File: config.mk
export PLATFORM = sky130hd
export DESIGN_NAME = bin2qdi_feeder_flat
export DESIGN_NICKNAME = d
export VERILOG_FILES = /design/src/rtl/bin2qdi_feeder_if.sv /design/src/rtl/bin2qdi_feeder.sv /design/src/flat_wrapper.sv
export SDC_FILE = /design/constraint.sdc
export NUM_CORES = 1
export LEC_CHECK = 0
export CAP_MARGIN = 20
export CORE_ASPECT_RATIO = 1.25
export CORE_MARGIN = 4
export CORE_UTILIZATION = 35
export CTS_CLUSTER_DIAMETER = 120
export CTS_CLUSTER_SIZE = 8
export DETAILED_ROUTE_END_ITERATION = 12
export PLACE_DENSITY = 0.69
export SETUP_SLACK_MARGIN = 0.2
export SLEW_MARGIN = 20
export SYNTH_ARGS = -nofsm -noshare
export SYNTH_HDL_FRONTEND = slang
export SYNTH_SLANG_ARGS = --single-unit
File: constraint.sdc
create_clock -name CLK -period 1.9 [get_ports CLK]
set_input_delay 0.285 -clock CLK [delete_from_list [all_inputs] [get_ports CLK]]
set_output_delay 0.285 -clock CLK [all_outputs]
set_load 0.005 [all_outputs]
File: src/rtl/bin2qdi_feeder_if.sv
// Write-side and channel-side signals of the binary-to-QDI token feeder.
// The master modport is the feeder; the slave modport is the environment and source stage.
interface bin2qdi_feeder_if #(
  parameter int unsigned DW = 1
) ();
  logic          wr_en;
  logic [DW-1:0] wr_data;
  logic          full;
  logic          empty;
  logic [DW-1:0] din;
  logic          req;
  logic          R_mon;
  logic          Re_mon;

  modport master (
    input  wr_en, wr_data, R_mon, Re_mon,
    output full, empty, din, req
  );

  modport slave (
    output wr_en, wr_data, R_mon, Re_mon,
    input  full, empty, din, req
  );
endinterface

File: src/rtl/bin2qdi_feeder.sv
// Clocked token feeder for the e1of1 binary-to-QDI source: FIFO, four-phase req sequencer, counter.
// Optional handshake watchdog (timeout_err, TMO) is built when FEEDER_WATCHDOG_EN is defined.
module bin2qdi_feeder #(
  parameter int unsigned DW  = 1,
  parameter int unsigned AW  = 2,
  parameter int unsigned CW  = 16,
  parameter int unsigned GAP = 1
`ifdef FEEDER_WATCHDOG_EN
  ,
  parameter int unsigned TMO = 255
`endif
) (
  input  logic                   CLK,
  input  logic                   RESETn,
  bin2qdi_feeder_if.master       chan,
  output logic                   busy,
  output logic [CW-1:0]          tok_cnt
`ifdef FEEDER_WATCHDOG_EN
  ,
  output logic                   timeout_err
`endif
);

  localparam int unsigned Depth = 2 ** AW;
  localparam int unsigned PW    = AW + 1;
  localparam int unsigned GW    = (GAP > 0) ? $clog2(GAP + 1) : 1;

  typedef enum logic [1:0] {StIdle, StReq, StAck, StGap} state_e;

  state_e        state;
  logic [DW-1:0] mem [Depth];
  logic [PW-1:0] wptr, rptr;
  logic          full, empty, wr_ok, pop;
  logic          r_s1, r_s, re_s1, re_s;
  logic          req_q, busy_q;
  logic [DW-1:0] din_q;
  logic [CW-1:0] tok_q;
  logic [GW-1:0] gap_q;

  // MSB differs with equal index bits: writer has lapped the reader
  assign full  = (wptr[PW-1] != rptr[PW-1]) && (wptr[AW-1:0] == rptr[AW-1:0]);
  assign empty = (wptr == rptr);
  assign wr_ok = chan.wr_en && !full;
  assign pop   = (state == StIdle) && !empty && !r_s && re_s;

  assign chan.full  = full;
  assign chan.empty = empty;
  assign chan.din   = din_q;
  assign chan.req   = req_q;
  assign busy       = busy_q;
  assign tok_cnt    = tok_q;

  always_ff @(posedge CLK or negedge RESETn) begin
    if (!RESETn) begin
      r_s1  <= 1'b0;
      r_s   <= 1'b0;
      re_s1 <= 1'b0;
      re_s  <= 1'b0;
    end else begin
      r_s1  <= chan.R_mon;
      r_s   <= r_s1;
      re_s1 <= chan.Re_mon;
      re_s  <= re_s1;
    end
  end

  always_ff @(posedge CLK) begin
    if (wr_ok) mem[wptr[AW-1:0]] <= chan.wr_data;
  end

  always_ff @(posedge CLK or negedge RESETn) begin
    if (!RESETn) begin
      wptr <= '0;
      rptr <= '0;
    end else begin
      if (wr_ok) wptr <= wptr + PW'(1);
      if (pop)   rptr <= rptr + PW'(1);
    end
  end

  always_ff @(posedge CLK or negedge RESETn) begin
    if (!RESETn) begin
      state  <= StIdle;
      req_q  <= 1'b0;
      busy_q <= 1'b0;
      din_q  <= '0;
      tok_q  <= '0;
      gap_q  <= '0;
    end else begin
      unique case (state)
        StIdle: begin
          if (pop) begin
            din_q  <= mem[rptr[AW-1:0]];
            req_q  <= 1'b1;
            busy_q <= 1'b1;
            state  <= StReq;
          end
        end
        StReq: begin
          if (r_s) begin
            req_q <= 1'b0;
            state <= StAck;
          end
        end
        StAck: begin
          if (!r_s) begin
            tok_q <= tok_q + CW'(1);
            gap_q <= GW'(GAP);
            state <= StGap;
          end
        end
        StGap: begin
          // Counter runs down to zero, so the gap state lasts GAP+1 cycles
          if (gap_q == '0) begin
            busy_q <= 1'b0;
            state  <= StIdle;
          end else begin
            gap_q <= gap_q - GW'(1);
          end
        end
        default: state <= StIdle;
      endcase
    end
  end

`ifdef FEEDER_WATCHDOG_EN
  logic        state_chg;
  logic [31:0] wd_cnt;
  logic        to_q;

  always_comb begin
    state_chg = 1'b0;
    unique case (state)
      StIdle:  state_chg = pop;
      StReq:   state_chg = r_s;
      StAck:   state_chg = !r_s;
      StGap:   state_chg = (gap_q == '0);
      default: state_chg = 1'b1;
    endcase
  end

  // Fires when the edge closing cycle TMO of a REQ/ACK stay leaves the FSM still there
  always_ff @(posedge CLK or negedge RESETn) begin
    if (!RESETn) begin
      wd_cnt <= '0;
      to_q   <= 1'b0;
    end else begin
      if (state_chg) begin
        wd_cnt <= '0;
      end else if (wd_cnt < TMO) begin
        wd_cnt <= wd_cnt + 32'd1;
      end
      if (!state_chg && (state == StReq || state == StAck) && (wd_cnt + 32'd1 >= TMO)) begin
        to_q <= 1'b1;
      end
    end
  end

  assign timeout_err = to_q;
`endif

endmodule

File: src/flat_wrapper.sv
// flat-port wrapper written by rule: the top's interface ports become plain ports
module bin2qdi_feeder_flat 
#(
  parameter int unsigned DW  = 1,
  parameter int unsigned AW  = 2,
  parameter int unsigned CW  = 16,
  parameter int unsigned GAP = 1

)
  (CLK, RESETn, busy, tok_cnt, chan_wr_en, chan_wr_data, chan_R_mon, chan_Re_mon, chan_full, chan_empty, chan_din, chan_req);
  bin2qdi_feeder_if #(.DW(DW)) chan_i ();
  input  logic CLK;
  input  logic RESETn;
  output logic busy;
  output logic [CW-1:0] tok_cnt;
  input wire logic [$bits(chan_i.wr_en)-1:0] chan_wr_en;
  input wire logic [$bits(chan_i.wr_data)-1:0] chan_wr_data;
  input wire logic [$bits(chan_i.R_mon)-1:0] chan_R_mon;
  input wire logic [$bits(chan_i.Re_mon)-1:0] chan_Re_mon;
  output wire logic [$bits(chan_i.full)-1:0] chan_full;
  output wire logic [$bits(chan_i.empty)-1:0] chan_empty;
  output wire logic [$bits(chan_i.din)-1:0] chan_din;
  output wire logic [$bits(chan_i.req)-1:0] chan_req;
  assign chan_i.wr_en = chan_wr_en;
  assign chan_i.wr_data = chan_wr_data;
  assign chan_i.R_mon = chan_R_mon;
  assign chan_i.Re_mon = chan_Re_mon;
  assign chan_full = chan_i.full;
  assign chan_empty = chan_i.empty;
  assign chan_din = chan_i.din;
  assign chan_req = chan_i.req;
  bin2qdi_feeder #(.DW(DW), .AW(AW), .CW(CW), .GAP(GAP)) u_core (.CLK(CLK), .RESETn(RESETn), .chan(chan_i), .busy(busy), .tok_cnt(tok_cnt));
endmodule
==> out/summary.txt, run 1 <==
Largest net degree at the start of global routing - 33
CTS Sinks - 36
Vias per cell - 4.73
Least-Margin Pin Slew - 423 ps
EDFF count, synth - 4
CP endpoint kind - flip-flop
Final Cycle Share - 0.979
Ys async rst share - 0.889
Mapped cell area - 0.00167 mm²
Placed Instances - 231
Worst Hold End - u_core.r_s
Die footprint - 0.00595 mm²
Number of global-route vias before repair - 1294
DR WL/cell - 13.3 µm
Routability cong. - 0.772
Total CTS buffers - 5
CTS Hold Bufs - 0
CP max-delay cell - dfrtp_1
Final net count - 208
Synth Instances - 140
Max Root-Sink Buffers - 2
Layout Skew - 10.0 ps
Post-synth top area share - 0.479
Power Density - 1380 mW/mm²
Critical Path AT - 2020 ps
Synth Net Count - 157
Critical-path cell list - xnor2_2 > buf_4 > a311o_1 > a221oi_4 > mux2_4
Commonest non-fill, non-tap cell in the layout - dfrtp_1
Place WS - 125 ps
Buf+Inv Stages, Crit Path - 1
Die width - 69.8 µm
P_leak - 0.00106 µW
Mean post-synth cell area - 11.9 µm²
# IOs - 27
Slew Limit Fails - 0
Worst-path fanout max - 2
Worst Path Required - 2060 ps
Flops & latches, synth - 36
Finished Core Util - 0.507
R2R depth - 5
Post-route cell area - 0.00229 mm²
Post-place instance area - 0.00207 mm²
Main area contributors after synthesis - dfrtp_1 48%, ha_1 8.2%, edfxtp_1 7.2%
Final std cells w/o fill - 249
Area grow syn2layout - 37.4%
Final wirelength - 3310 µm
Worst r2r dst - u_core.state[1]
# port buffers - 26
Initial Utilization - 0.369
Commonest cells after routing, fill and taps aside - 31 x dfrtp_1, 24 x clkdlybuf4s50_1, 18 x buf_4
Total core area - 0.00453 mm²
Power consumption - 3160 µW
Fill count - 401
Reg-to-reg critical path startpoint - u_core.rptr[0]
First-pass iteration count of the detailed router - 4
Sequential share of the synthesized area - 0.551
# rows - 27
# diodes - 0
# DRC - 0
Clk slew on worst S/H paths - 70 ps
Maximum vdd drop - 0.000757 V
Gr ovfl total - 0
Hold Path Cell Cnt - 0
Max_cap viols - 0
Worst path max stage delay - 420 ps
Min-Delay Path Class - flip-flop to flip-flop
DRT antenna net count - 0
Detailed placer's ending HPWL - 2260 µm
Htree depth - 2
Final setup fails - 0
Max Fclk - 538 MHz
Ys Warns - 0
Synth cell types - 28
Final critical-path required period - 1860 ps
Endpoints failing hold - 0
Layout cell share with drive strength beyond 1 - 0.230
Hold_sp - u_core.r_s1
Worst-skew pair later-pin latency - 290 ps
First-pass GRT wire length - 5730 µm
CP Class - flip-flop to flip-flop
CTS tree - yes
Initial antenna violation count - 0
Max_slew headroom - 0.715
CP Launch Type - flip-flop
CTS Root Cell - clkbuf_8
Synth area leader - dfrtp_1
Ys flop type - dfrtp_1
Via count of the routed design - 1179
Chip height - 85.2 µm
R2R setup slack - 40 ps
Top delay family on crit path - compound AO/OA/AOI/OAI gates
Status - finished clean
Post-route setup slack - 39.9 ps
RSZ-0062 raised after global routing - true
GRT Overall Usage - 0.123
Initial drt markers - 65
[worst register-to-register path: stages, from the launching register on]
cell	delay (ps)
dfrtp_1	420
xnor2_2	150
buf_4	140
a311o_1	400
a221oi_4	300
mux2_4	330
[how the worst max path moves through the flow]
stage                    startpoint            endpoint  slack [ps]  cells after the start
floorplan            u_core.rptr[0]     u_core.state[1]         200                      4
global placement    u_core.state[0]  u_core.tok_cnt[12]         160                      6
detailed placement  u_core.state[0]  u_core.tok_cnt[14]         130                      6
CTS                  u_core.rptr[1]     u_core.state[1]          70                      5
global route         u_core.wptr[0]     u_core.state[1]          -9                      5
finish               u_core.rptr[0]     u_core.state[1]          40                      5
[flip-flops by register name (all words and copies together), names as in the netlist]
name and flops:
u_core.r_s1 1, u_core.re_s 1, u_core.r_s 1, u_core.gap_q 1, u_core.busy 1, u_core.state 2
u_core.re_s1 1, u_core.wptr 3, u_core.chan.din 1, u_core.tok_cnt 16, u_core.rptr 3, u_core.chan.req 1
u_core.mem 4
[cell usage after synthesis (2+ instances only)]
master    number
xor2_1        11
ha_1          11
or2_2          2
nor4_1         2
a21oi_1        2
nor2_1         9
nand3_1        5
inv_1         11
nand3b_1       2
edfxtp_1       4
nand2_1       11
mux2_2         3
nor3_1         2
a31oi_1        2
and2_1         4
o21ai_0        5
xnor2_1       12
dfrtp_1       32
[repair_timing]
| item | CTS | global route |
|---|---|---|
| pin swaps | 6 | 7 |
| gates resized for setup | 8 | 11 |
| setup endpoints to repair | 9 | 16 |
| buffers inserted | 8 | 3 |
[cell type report]
| class | instances | area (µm²) | area share |
|---|---|---|---|
| Timing Repair Buffer | 44 | 385 | 0.168 |
| Tap cell | 58 | 72.6 | 0.0316 |
| Clock buffer | 7 | 96.3 | 0.0420 |
| Sequential cell | 36 | 922 | 0.402 |
| Multi-Input combinational cell | 93 | 777 | 0.339 |
| Inverter | 11 | 41.3 | 0.0180 |
[through the flow]
stage	hold slack, ps	setup TNS (ps)
5_1_grt	371	-8.72
4_1_cts	353	0
2_1_floorplan	-10.6	0
6_report	350	0
3_3_place_gp	336	0
3_5_place_dp	338	0
[per-layer routing]
metal,track usage,vias up,part of all wire
met2,0.212,33,0.50
met1,0.133,570,0.42
li1,-,569,-
met3,0.0415,7,0.055
met4,0.0627,0,0.029
met5,0,-,0
[cells by family after synthesis]
logic type                 count (synthesis)  share of synthesized area
AOI/OAI and AO/OA                         13                     0.0592
adders and majority gates                 11                     0.0824
DFF                                       36                      0.551
muxes                                      5                     0.0404
and+or+nand+nor                           41                      0.121
buffers and inverters                     11                     0.0247
xor gates and xnor gates                  23                      0.121
[report_power, final]
group / total [µW] / internal (µW) / switching (µW) / leakage, µW
clock network: 574 / 323 / 252 / 0.0000503
registers: 1190 / 983 / 205 / 0.000440
logic: 1400 / 806 / 594 / 0.000574
total: 3160 / 2110 / 1050 / 0.00106
(Power assumes the default switching activity.)
==> run 2: changes to the inputs <==
--- a/config.mk
+++ b/config.mk
@@ -8,11 +8,11 @@
 export CAP_MARGIN = 20
 export CORE_ASPECT_RATIO = 1.25
 export CORE_MARGIN = 4
-export CORE_UTILIZATION = 35
+export CORE_UTILIZATION = 45
 export CTS_CLUSTER_DIAMETER = 120
 export CTS_CLUSTER_SIZE = 8
 export DETAILED_ROUTE_END_ITERATION = 12
-export PLACE_DENSITY = 0.69
+export PLACE_DENSITY_LB_ADDON = 0.12
 export SETUP_SLACK_MARGIN = 0.2
 export SLEW_MARGIN = 20
 export SYNTH_ARGS = -nofsm -noshare
==> run 2 against run 1 <==
  * Global-route usage grew 2.6 points
  * Hold slack better by 6.8 ps
  * Critical endpoint unchanged
  * Largest cell class unchanged
  * Critical path depth stayed put
  * Utilization grew 15 points
  * Largest power group unchanged
  * Non-clock buffer count grew 3
  * Via count grew 0.68%
==> out/summary.txt, run 2 (same netlist as run 1, synthesis figures left out) <==
P_leak - 0.00110 µW (+3.3%)
CP Launch Type - flip-flop
Total core area - 0.00354 mm² (-22%)
Power consumption - 3330 µW (+5.2%)
Area grow syn2layout - 40.0%
CP max-delay cell - dfrtp_2
Final net count - 211 (+1.4%)
Max Root-Sink Buffers - 2 (unchanged)
Worst-path fanout max - 2 (unchanged)
Final setup fails - 0 (unchanged)
Layout Skew - 5.51 ps (-4.53 ps)
Post-route cell area - 0.00234 mm² (+1.9%)
Place WS - 102 ps (-23.7 ps)
Sequential Area - 923 µm² (+0.14%)
Total CTS buffers - 5 (unchanged)
Clk slew on worst S/H paths - 70 ps (about the same)
Critical-path cell list - xnor2_2 > buf_4 > a311o_1 > a221oi_4 > mux2_4
Die width - 62.5 µm (-10%)
CTS Sinks - 36 (unchanged)
Sw Share - 0.327 (-0.00490)
Final wirelength - 3180 µm (-3.7%)
Initial drt markers - 47 (-28%)
GR met2 Demand/Resource - 0.269 (+0.0574)
Setup TNS - 0 ps (unchanged)
First-pass GRT wire length - 5620 µm (-1.9%)
Multi-input gate area - 810 µm² (+4.2%)
Status - finished clean
CP endpoint kind - flip-flop
Detailed placer's ending HPWL - 2260 µm (about the same)
Largest net degree at the start of global routing - 33 (unchanged)
Max FFs per register - 16 (unchanged)
Die footprint - 0.00476 mm² (-20%)
Met3 Track Usage GR - 0.0516 (+0.0102)
Routability cong. - 0.742 (-3.8%)
CTS tree - yes
Final critical-path required period - 1820 ps (-41.6 ps)
Worst-skew pair later-pin latency - 280 ps (about the same)
Chip height - 76.1 µm (-11%)
GRT Overall Usage - 0.149 (+0.0263)
CP Class - flip-flop to flip-flop
Max Fclk - 550 MHz (+2.3%)
Commonest non-fill, non-tap cell in the layout - dfrtp_1
Least-Margin Pin Slew - 435 ps (+11.6 ps)
Final Cycle Share - 0.957 (-0.0219)
Min-Delay Path Class - flip-flop to flip-flop
Combinational power share - 0.449 (+0.006)
Gr ovfl total - 0 (unchanged)
# diodes - 0 (unchanged)
Busiest layer in global routing - met2
Power Density - 1420 mW/mm² (+3.2%)
Post-place instance area - 0.00204 mm² (-1.1%)
Max_cap viols - 0 (unchanged)
Switch Pwr - 1090 µW (+3.6%)
Commonest cells after routing, fill and taps aside - 30 x dfrtp_1, 24 x clkdlybuf4s50_1, 21 x buf_4
M1 GR Usage - 0.153 (+0.0199)
Internal Power - 2240 µW (+6.0%)
Clock share of power - 0.194 (+0.012)
# rows - 24 (-11%)
Vias per cell - 5.07 (+7.1%)
# port buffers - 26 (unchanged)
Endpoints failing hold - 0 (unchanged)
CTS Hold Bufs - 0 (unchanged)
DRT antenna net count - 0 (unchanged)
CTS Root Cell - clkbuf_8
Htree depth - 2 (unchanged)
DR WL/cell - 13.6 µm (+2.5%)
Initial antenna violation count - 0 (unchanged)
Number of global-route vias before repair - 1269 (-1.9%)
Maximum vdd drop - 0.000899 V (+19%)
Fill count - 267 (-33%)
Initial Utilization - 0.471 (+0.102)
Hold WS - 357 ps (+6.76 ps)
Slew Limit Fails - 0 (unchanged)
Critical Path AT - 1980 ps (-40 ps)
Via count of the routed design - 1187 (+0.68%)
Worst Path Required - 2070 ps (about the same)
Post-route setup slack - 81.5 ps (+41.6 ps)
RSZ-0062 raised after global routing - true
Worst path max stage delay - 430 ps (about the same)
Layout cell share with drive strength beyond 1 - 0.267 (+0.0363)
Max_slew headroom - 0.707 (-0.00778)
# IOs - 27 (unchanged)
# DRC - 0 (unchanged)
First-pass iteration count of the detailed router - 4 (unchanged)
Flop pwr share - 0.356 (-0.019)
[run 2: cell count changes in the layout (fill, tap and decap cells not counted), moves of 2 or more]
| cell | delta |
|---|---|
| a31oi_2 | +2 |
| buf_2 | -2 |
| buf_4 | +3 |
| a31oi_1 | -2 |
| clkbuf_8 | -2 |
| clkbuf_2 | +2 |
[run 2: cell type report]
class | instances | share of cell area
multi-input cells | 93 | 0.346
repair buffers | 47 | 0.174
clock buffers | 6 | 0.0310
well taps | 39 | 0.0209
inverters | 11 | 0.0177
clock inverters | 2 | 0.0150
flip-flops and latches | 36 | 0.395
[run 2: repair_timing]
item,CTS,global route
gates resized for setup,13,12
pin swaps,7,3
setup endpoints to repair,11,15
setup buffers,11,3
[run 2: worst max-delay path, delay by kind of cell (launching register included)]
kind / cells / cell delay, ps
compound gates: 2 / 670
flops: 1 / 430
mux: 1 / 320
xor+xnor: 1 / 150
buf+inv: 1 / 140
[run 2: power groups by stage]
stage	logic (µW)	registers [µW]	clock network (µW)
floorplan	672	1160	0
global placement	1080	1180	0
detailed placement	1130	1190	0
CTS	1400	1170	672
global route	1670	1210	711
finish	1490	1190	646
[run 2: per-layer routing]
layer | wire (µm) | up-vias
met5 | 0 | -
met1 | 1270 | 575
met3 | 152 | 7
met4 | 57 | 0
li1 | - | 577
met2 | 1700 | 28
[run 2: stage by stage]
stage | utilization | std cells
2_1_floorplan | - | 140
3_3_place_gp | 0.577 | 212
3_5_place_dp | 0.577 | 212
4_1_cts | 0.645 | 231
5_1_grt | 0.660 | 234
6_report | 0.660 | 234
[run 2: worst paths after layout]
path | start | to | slack (ps) | depth (start not counted)
max | u_core.rptr[1] | u_core.state[1] | 80 | 5
min | u_core.re_s1 | u_core.re_s | 360 | 0
max reg2reg | u_core.rptr[1] | u_core.state[1] | 80 | 5
min reg2reg | u_core.re_s1 | u_core.re_s | 360 | 0
max in group asynchronous | RESETn | u_core.wptr[1] | 1190 | 2
min in group asynchronous | RESETn | u_core.tok_cnt[8] | 400 | 2
